--- src/rtl/multicast_sender.sv ---
// multicast_sender: FIFO-buffered initiator for the tag-addressed multicast bus; optional stall timeout under MC_SENDER_TIMEOUT_EN
module multicast_sender #(
  parameter int ADDRESS_WIDTH  = 4,
  parameter int BITWIDTH       = 16,
  parameter int FIFO_DEPTH     = 4,
  parameter int TIMEOUT_CYCLES = 64
) (
  input  logic                          clk,
  input  logic                          rstb,
  input  logic                          in_valid,
  output logic                          in_ready,
  input  logic [ADDRESS_WIDTH-1:0]      in_tag,
  input  logic [BITWIDTH-1:0]           in_data,
  output logic                          bus_enable,
  input  logic                          bus_ready,
  output logic [ADDRESS_WIDTH-1:0]      bus_tag,
  output logic [BITWIDTH-1:0]           bus_value,
  output logic [$clog2(FIFO_DEPTH):0]   fifo_count,
  output logic                          idle,
  output logic                          err_timeout
);
  localparam int PW = $clog2(FIFO_DEPTH);
  localparam int CW = PW + 1;
  localparam int EW = ADDRESS_WIDTH + BITWIDTH;
  typedef enum logic {IDLE, SEND} state_t;
  state_t state, state_nx;
  logic [PW-1:0] wr_ptr, rd_ptr;
  logic [CW-1:0] count;
  logic [EW-1:0] mem [FIFO_DEPTH];
  logic [ADDRESS_WIDTH-1:0] out_tag;
  logic [BITWIDTH-1:0] out_data;
  logic push, pop, done, drop, empty;
  assign empty      = count == '0;
  assign in_ready   = count != CW'(FIFO_DEPTH);
  assign push       = in_valid & in_ready;
  assign done       = (state == SEND) & (bus_ready | drop);
  assign pop        = ~empty & ((state == IDLE) | done);
  assign fifo_count = count;
  assign idle       = empty & (state == IDLE);
`ifdef MC_SENDER_TIMEOUT_EN
  localparam int TW = $clog2(TIMEOUT_CYCLES + 1);
  logic [TW-1:0] tcnt;
  logic err_q;
  assign drop        = (state == SEND) & ~bus_ready & (tcnt == TW'(TIMEOUT_CYCLES - 1));
  assign err_timeout = err_q;
  // stall counter restarts whenever a packet finishes or a new one loads; error is sticky
  always_ff @(posedge clk or negedge rstb)
    if (!rstb) begin
      tcnt  <= '0;
      err_q <= 1'b0;
    end else begin
      tcnt  <= (done | pop) ? '0 : ((state == SEND) & ~bus_ready) ? tcnt + 1'b1 : tcnt;
      err_q <= err_q | drop;
    end
`else
  assign drop        = 1'b0;
  assign err_timeout = 1'b0;
`endif
  // state register
  always_ff @(posedge clk or negedge rstb)
    if (!rstb) state <= IDLE;
    else state <= state_nx;
  // a fresh packet is taken whenever the bus is free or just finished
  always_comb
    state_nx = ((state == IDLE) | done) ? (empty ? IDLE : SEND) : state;
  // bus carries the output register only while enabled, zeros otherwise
  always_comb begin
    bus_enable = state == SEND;
    bus_tag    = bus_enable ? out_tag : '0;
    bus_value  = bus_enable ? out_data : '0;
  end
  // FIFO pointers and occupancy; full blocks push even if a pop happens
  always_ff @(posedge clk or negedge rstb)
    if (!rstb) begin
      wr_ptr <= '0;
      rd_ptr <= '0;
      count  <= '0;
    end else begin
      wr_ptr <= wr_ptr + PW'(push);
      rd_ptr <= rd_ptr + PW'(pop);
      count  <= count + CW'(push) - CW'(pop);
    end
  // FIFO storage needs no reset since occupancy gates every read
  always_ff @(posedge clk)
    if (push) mem[wr_ptr] <= {in_tag, in_data};
  // output register holds the packet on the bus until it completes
  always_ff @(posedge clk or negedge rstb)
    if (!rstb) {out_tag, out_data} <= '0;
    else if (pop) {out_tag, out_data} <= mem[rd_ptr];
endmodule
--- config.mk ---
export PLATFORM = sky130hd
export DESIGN_NAME = multicast_sender
export DESIGN_NICKNAME = d
export VERILOG_FILES = /design/src/rtl/multicast_sender.sv
export SDC_FILE = /design/constraint.sdc
export NUM_CORES = 1
export LEC_CHECK = 0
export CAP_MARGIN = 20
export CORE_MARGIN = 2
export CORE_UTILIZATION = 34
export DETAILED_ROUTE_END_ITERATION = 16
export GPL_TIMING_DRIVEN = 0
export SETUP_SLACK_MARGIN = 0.1
export SLEW_MARGIN = 20
export SYNTH_ARGS = -nofsm -noshare
export SYNTH_HDL_FRONTEND = slang
export SYNTH_SLANG_ARGS = --single-unit
--- constraint.sdc ---
create_clock -name clk -period 3.1 [get_ports clk]
set_input_delay 0.62 -clock clk [delete_from_list [all_inputs] [get_ports clk]]
set_output_delay 0.62 -clock clk [all_outputs]
set_load 0.01 [all_outputs]
==> out/summary.txt, run 1 <==
Most common cell after layout, fill and taps aside -> edfxtp_1
PD cells -> 970 nW/um2
Setup TNS -> 0 ps
Die W -> 116 um
H-tree levels -> 3
Antenna-violating nets left -> 0
Initial drt markers -> 72
Met1 usage in global routing -> 0.167
Yosys cell types -> 23
RD Place Congestion -> 0.651
Hold buffer count at cts -> 0
Switch share -> 0.274
Die Ht -> 116 um
Final Net Count -> 299
Hold WS -> 328 ps
CP cell instances -> clkbuf_1 > and2_1 > clkdlybuf4s50_1
Via count -> 1973
Worst path slowest cell -> clkdlybuf4s50_1
Crit. End Element -> output pin
Vias in the first global route -> 2186
Setup bufs post-CTS -> 0
Syn_nets -> 232
Clock latency at the later pin of the worst-skew pair -> 340 ps
Power Internal -> 3.73 mW
CP required -> 2480 ps
Pre-Repair DR Iteration Count -> 4
GRT overflow -> 0
Routed WL -> 7260 um
Sequential area share after synthesis -> 0.733
Bufs on Longest Clock Path -> 2
Detail Placement HPWL -> 4860 um
Die ar. -> 13400 um2
Max cap viols -> 0
Core Rows -> 40
Clk sinks -> 108
Top post-synthesis cells by area -> edfxtp_1 (57%), dfrtp_1 (17%), mux4_2 (11%)
Max IR drop VDD -> 346 uV
GRT met2 Usage -> 0.193
CP startpoint kind -> register
# resized after CTS -> 0
Arrival time worst endpoint -> 1990 ps
Yosys top cell area share -> 0.567
CTS tree -> done
Crit path launch -> bus_enable$_DFFE_PN0N_
Antenna Cells -> 0
Mapped Cells -> 203
Starting Density -> 0.351
Min-Delay Path Class -> input port to asynchronous set/reset pin
Synth area leader -> edfxtp_1
CTS root buf -> clkbuf_16
Fmax -> 383 MHz
Kind of critical path -> register to output pin
Synthesis-to-layout area growth -> 24.9%
Routed WL per cell -> 16.4 um
Slowest cell delay on critical path -> 550 ps
Residual DRC -> 0
Yosys reg bits -> 108
First-pass GRT wire length -> 11900 um
Worst R2R Start -> fifo_count[0]$_DFF_PN0_
Initial antenna violation count -> 0
GRT met3 Usage -> 0.0303
Slew @ Worst Pin -> 708 ps
I/O pin cnt -> 51
Share of power burned in registers -> 0.420
Static Leakage -> 1.91 nW
Max-slew headroom -> 0.528
Clk_skew -> 6.70 ps
Syn_area_per_cell -> 20.9 um2
Clock network power share -> 0.217
Fin crit share -> 0.843
Tot Pwr -> 5.13 mW
RSZ-0062 raised after global routing -> no
Max Fanout on Critical Path -> 10
Gr busiest metal -> met2
Fin. Hold Viols -> 0
Fraction of layout cells with a size suffix above 1 -> 0.262
Most frequent cells in the layout -> edfxtp_1 (80), clkdlybuf4s50_1 (48), dfrtp_1 (28)
Vias/cell -> 4.45
Synthesized area -> 4230 um2
Final setup viols -> 0
Clock slew at reported path FFs -> 70 ps
Minimum clock period -> 2610 ps
Combinational Power Share -> 0.364
Max Slew Vio Count -> 0
Port Buffers -> 49
Outcome -> completed
Largest net degree at the start of global routing -> 29
Yosys warning count -> 0
Gr usage total -> 0.122
TritonCTS Buffers -> 9
Core area -> 12100 um2
Sw Pwr -> 1.41 mW
path summary, 6_finish.rpt:
path | slack [ps] | cells after the start | endpoint
worst max-delay path | 490 | 3 | bus_value[1]
worst min-delay path | 330 | 1 | out_data[0]$_DFFE_PN0P_
worst max register to register | 770 | 9 | fifo_count[2]$_DFF_PN0_
worst min register to register | 510 | 1 | out_data[3]$_DFFE_PN0P_
max in group asynchronous | 2310 | 1 | out_data[14]$_DFFE_PN0P_
min in group clk | 510 | 1 | out_data[3]$_DFFE_PN0P_
through the flow:
stage	instances	worst slack, ps	area (um2)	utilization
5_1_grt	443	299	5290	0.439
4_1_cts	443	379	5290	0.438
3_5_place_dp	427	223	5000	0.414
2_1_floorplan	203	335	4230	-
6_report	443	488	5290	0.439
3_3_place_gp	420	-1360	4930	0.409
critical path, delay by kind of cell (launching register included):
kind,cells,cell delay (ps)
buffers and inverters,2,1000
DFF,1,430
and+or+nand+nor,1,220
cell usage after synthesis:
library cell and n:
inv_1 6, nor3b_1 2, o21ai_0 1, nor3_1 2
mux2_4 20, buf_6 2, clkbuf_1 3, a21oi_1 1
or3b_1 1, xnor2_1 2, and3_1 1, fa_1 1
buf_2 1, xor2_1 2, edfxtp_1 80, ha_1 4
nand2_2 1, and2_1 20, nor4_1 1, dfrtp_1 28
buf_4 3, mux4_2 20, conb_1 1
cells by family after synthesis:
family,count (synthesis),synth area share
other,1,0.000886
xor gates and xnor gates,4,0.00828
AOI/OAI and AO/OA,2,0.00236
adders and majority gates,5,0.0165
and+or+nand+nor,28,0.0420
DFF,108,0.733
muxes,40,0.177
buffers and inverters,15,0.0198
power groups by stage:
stage | clock network (mW) | registers (mW) | logic, mW
detailed placement | 0 | 2.19 | 1.91
CTS | 1.15 | 2.16 | 1.91
floorplan | 0 | 2.15 | 1.21
finish | 1.11 | 2.15 | 1.87
global route | 1.20 | 2.20 | 2.04
global placement | 0 | 2.18 | 1.84
sequential cells by signal (all words and copies together) (netlist names):
signal	cells
mem	80
out_data	16
out_tag	4
fifo_count	3
rd_ptr	2
wr_ptr	2
bus_enable	1
routing by layer:
layer / share of wire / wire length, um
met2: 0.49 / 3540
met4: 0.015 / 106
met5: 0 / 0
met1: 0.46 / 3340
met3: 0.038 / 279
area by class of cell:
cell class | count | area, um2
Buffer | 9 | 61.3
Clock buffer | 10 | 229
Clock inverter | 6 | 62.6
Fill cell | 1079 | 6770
Inverter | 6 | 22.5
Multi-Input combinational cell | 80 | 1060
Sequential cell | 108 | 3100
Tap cell | 168 | 210
Timing Repair Buffer | 56 | 538
Note: power is estimated with default switching activity, not from simulation.
==> run 2, diff against run 1 <==
- clock period: 3.1 -> 2.2 ns (I/O delays scaled with it)
==> run 2 against run 1 <==
Flip-flop and latch count unchanged. Sequential power up 43%. Non-clock buffer count up 5. Hold slack better by 86 ps. Design area up 4.0%. Largest power group unchanged.
==> out/summary.txt, run 2 (synthesis gave the netlist of run 1 again) <==
CTS root buf -> clkbuf_16
Residual DRC -> 0
Detail Placement HPWL -> 4710 um
Antenna-violating nets left -> 0
Die Ht -> 116 um
Clock network power share -> 0.228
Fin crit share -> 0.943
Setup slack, reg-to-reg -> 120 ps
Cell Area, Placed -> 5040 um2
Routed WL -> 7500 um
Final setup viols -> 0
Gr usage total -> 0.121
Outcome -> completed
CTS tree -> done
Via count -> 1996
Die W -> 116 um
Core area -> 12100 um2
Min-Delay Path Class -> input port to asynchronous set/reset pin
Crit. End Element -> register
Vias in the first global route -> 2206
Max Slew Vio Count -> 0
Kind of critical path -> register to register
Power Internal -> 5.48 mW
Max FFs per register -> 80
Fmax -> 482 MHz
Worst r2r dst -> fifo_count[2]$_DFF_PN0_
Slew @ Worst Pin -> 755 ps
Clock slew at reported path FFs -> 70 ps
Initial antenna violation count -> 0
Max IR drop VDD -> 495 uV
Most common cell after layout, fill and taps aside -> edfxtp_1
Synthesis-to-layout area growth -> 30.0%
Clock latency at the later pin of the worst-skew pair -> 340 ps
Die ar. -> 13400 um2
Reg2reg path depth -> 8
Core Rows -> 40
Fin area -> 5500 um2
H-tree levels -> 3
Initial drt markers -> 88
I/O pin cnt -> 51
Max-slew headroom -> 0.495
GRT overflow -> 0
Vias/cell -> 4.46
Setup TNS -> 0 ps
Port Buffers -> 49
Starting Density -> 0.351
Static Leakage -> 2.04 nW
Clk_skew -> 6.46 ps
Sw Pwr -> 2.08 mW
Pre-Repair DR Iteration Count -> 4
Worst R2R Start -> fifo_count[1]$_DFF_PN0_
Clk sinks -> 108
Switch share -> 0.275
Bufs on Longest Clock Path -> 2
Arrival time worst endpoint -> 2300 ps
Fraction of layout cells with a size suffix above 1 -> 0.318
Antenna Cells -> 0
Max cap viols -> 0
CP startpoint kind -> register
First-pass GRT wire length -> 11700 um
Final Net Count -> 304
Top reg by flops -> mem
CP required -> 2430 ps
RD Place Congestion -> 0.664
Fin. Hold Viols -> 0
Largest net degree at the start of global routing -> 28
Combinational Power Share -> 0.366
TritonCTS Buffers -> 9
RSZ-0062 raised after global routing -> yes
Minimum clock period -> 2080 ps
PD cells -> 1370 nW/um2
Most frequent cells in the layout -> edfxtp_1 (80), clkdlybuf4s50_1 (40), dfrtp_1 (24)
Max Fanout on Critical Path -> 5
Routed WL per cell -> 16.7 um
Share of power burned in registers -> 0.406
Final core occ -> 0.456
[run 2: changes by cell type in the layout (fill, tap and decap cells not counted), moves of 3 or more]
cell	delta
clkdlybuf4s50_1	-8
buf_8	+3
dlygate4sd2_1	+4
dfrtp_1	-4
dfrtp_2	+4
dlymetal6s2s_1	+4
[run 2: metrics by stage]
| step | setup WS [ps] | power (mW) | hold slack, ps | instances |
|---|---|---|---|---|
| detailed placement | -345 | 5.83 | 240 | 424 |
| floorplan | 125 | 4.77 | 144 | 203 |
| global placement | -757 | 5.70 | 490 | 420 |
| finish | 124 | 7.57 | 415 | 448 |
| CTS | 39.3 | 7.59 | 410 | 443 |
| global route | 27.2 | 7.98 | 431 | 448 |
[run 2: area by class of cell]
type | instances | area, um2
fillers | 1068 | 6560
plain buffers | 9 | 86.3
multi-input cells | 80 | 1120
repair buffers | 61 | 627
clock buffers | 10 | 229
flip-flops and latches | 108 | 3110
inverters | 6 | 22.5
well taps | 168 | 210
clock inverters | 6 | 96.3
[run 2: how the worst max path moves through the flow]
| stage | startpoint | endpoint | slack, ps | depth (start not counted) |
|---|---|---|---|---|
| 2_1_floorplan | fifo_count[2]$_DFF_PN0_ | mem[1][0]$_DFFE_PP_ | 130 | 3 |
| 6_report | fifo_count[1]$_DFF_PN0_ | fifo_count[2]$_DFF_PN0_ | 120 | 8 |
| 4_1_cts | bus_enable$_DFFE_PN0N_ | bus_value[1] | 40 | 3 |
| 3_3_place_gp | in_valid | mem[1][18]$_DFFE_PP_ | -760 | 3 |
| 3_5_place_dp | bus_ready | fifo_count[2]$_DFF_PN0_ | -340 | 10 |
| 5_1_grt | fifo_count[2]$_DFF_PN0_ | fifo_count[2]$_DFF_PN0_ | 30 | 9 |
[run 2: power groups by stage]
stage               combinational, mW  sequential, mW  clock, mW
floorplan                        1.74            3.03          0
global placement                 2.62            3.07          0
detailed placement               2.73            3.10          0
CTS                              2.75            3.07       1.77
global route                     3.00            3.14       1.84
finish                           2.77            3.07       1.73
[run 2: timing repair]
item	in CTS	in global routing
hold endpoints to repair	1	0
setup endpoints to repair	50	28
gates cloned	1	0
resized for setup	13	11
setup buffers	1	5
pin swaps	0	1
hold buffers	1	0
[run 2: layer usage]
metal  track usage  vias up  wire length [um]
li1              -      924                 -
met1         0.153     1022              3290
met2         0.204       43              3750
met3        0.0303        7               367
met4        0.0434        0                92
met5             0        -                 0
[run 2: critical path, stage by stage, from the launching register on]
cell     delay [ps]
dfrtp_2         440
or3b_4          440
nand2_8         120
ha_1            120
inv_1            40
ha_1            180
fa_2            350
xnor2_2         140
xnor2_1         120
==> run 3, diff against run 2 <==
- CTS_CLUSTER_SIZE: default -> 10
==> results of run 3 <==
The final DEF is identical to that of run 2; final timing and power are the same.
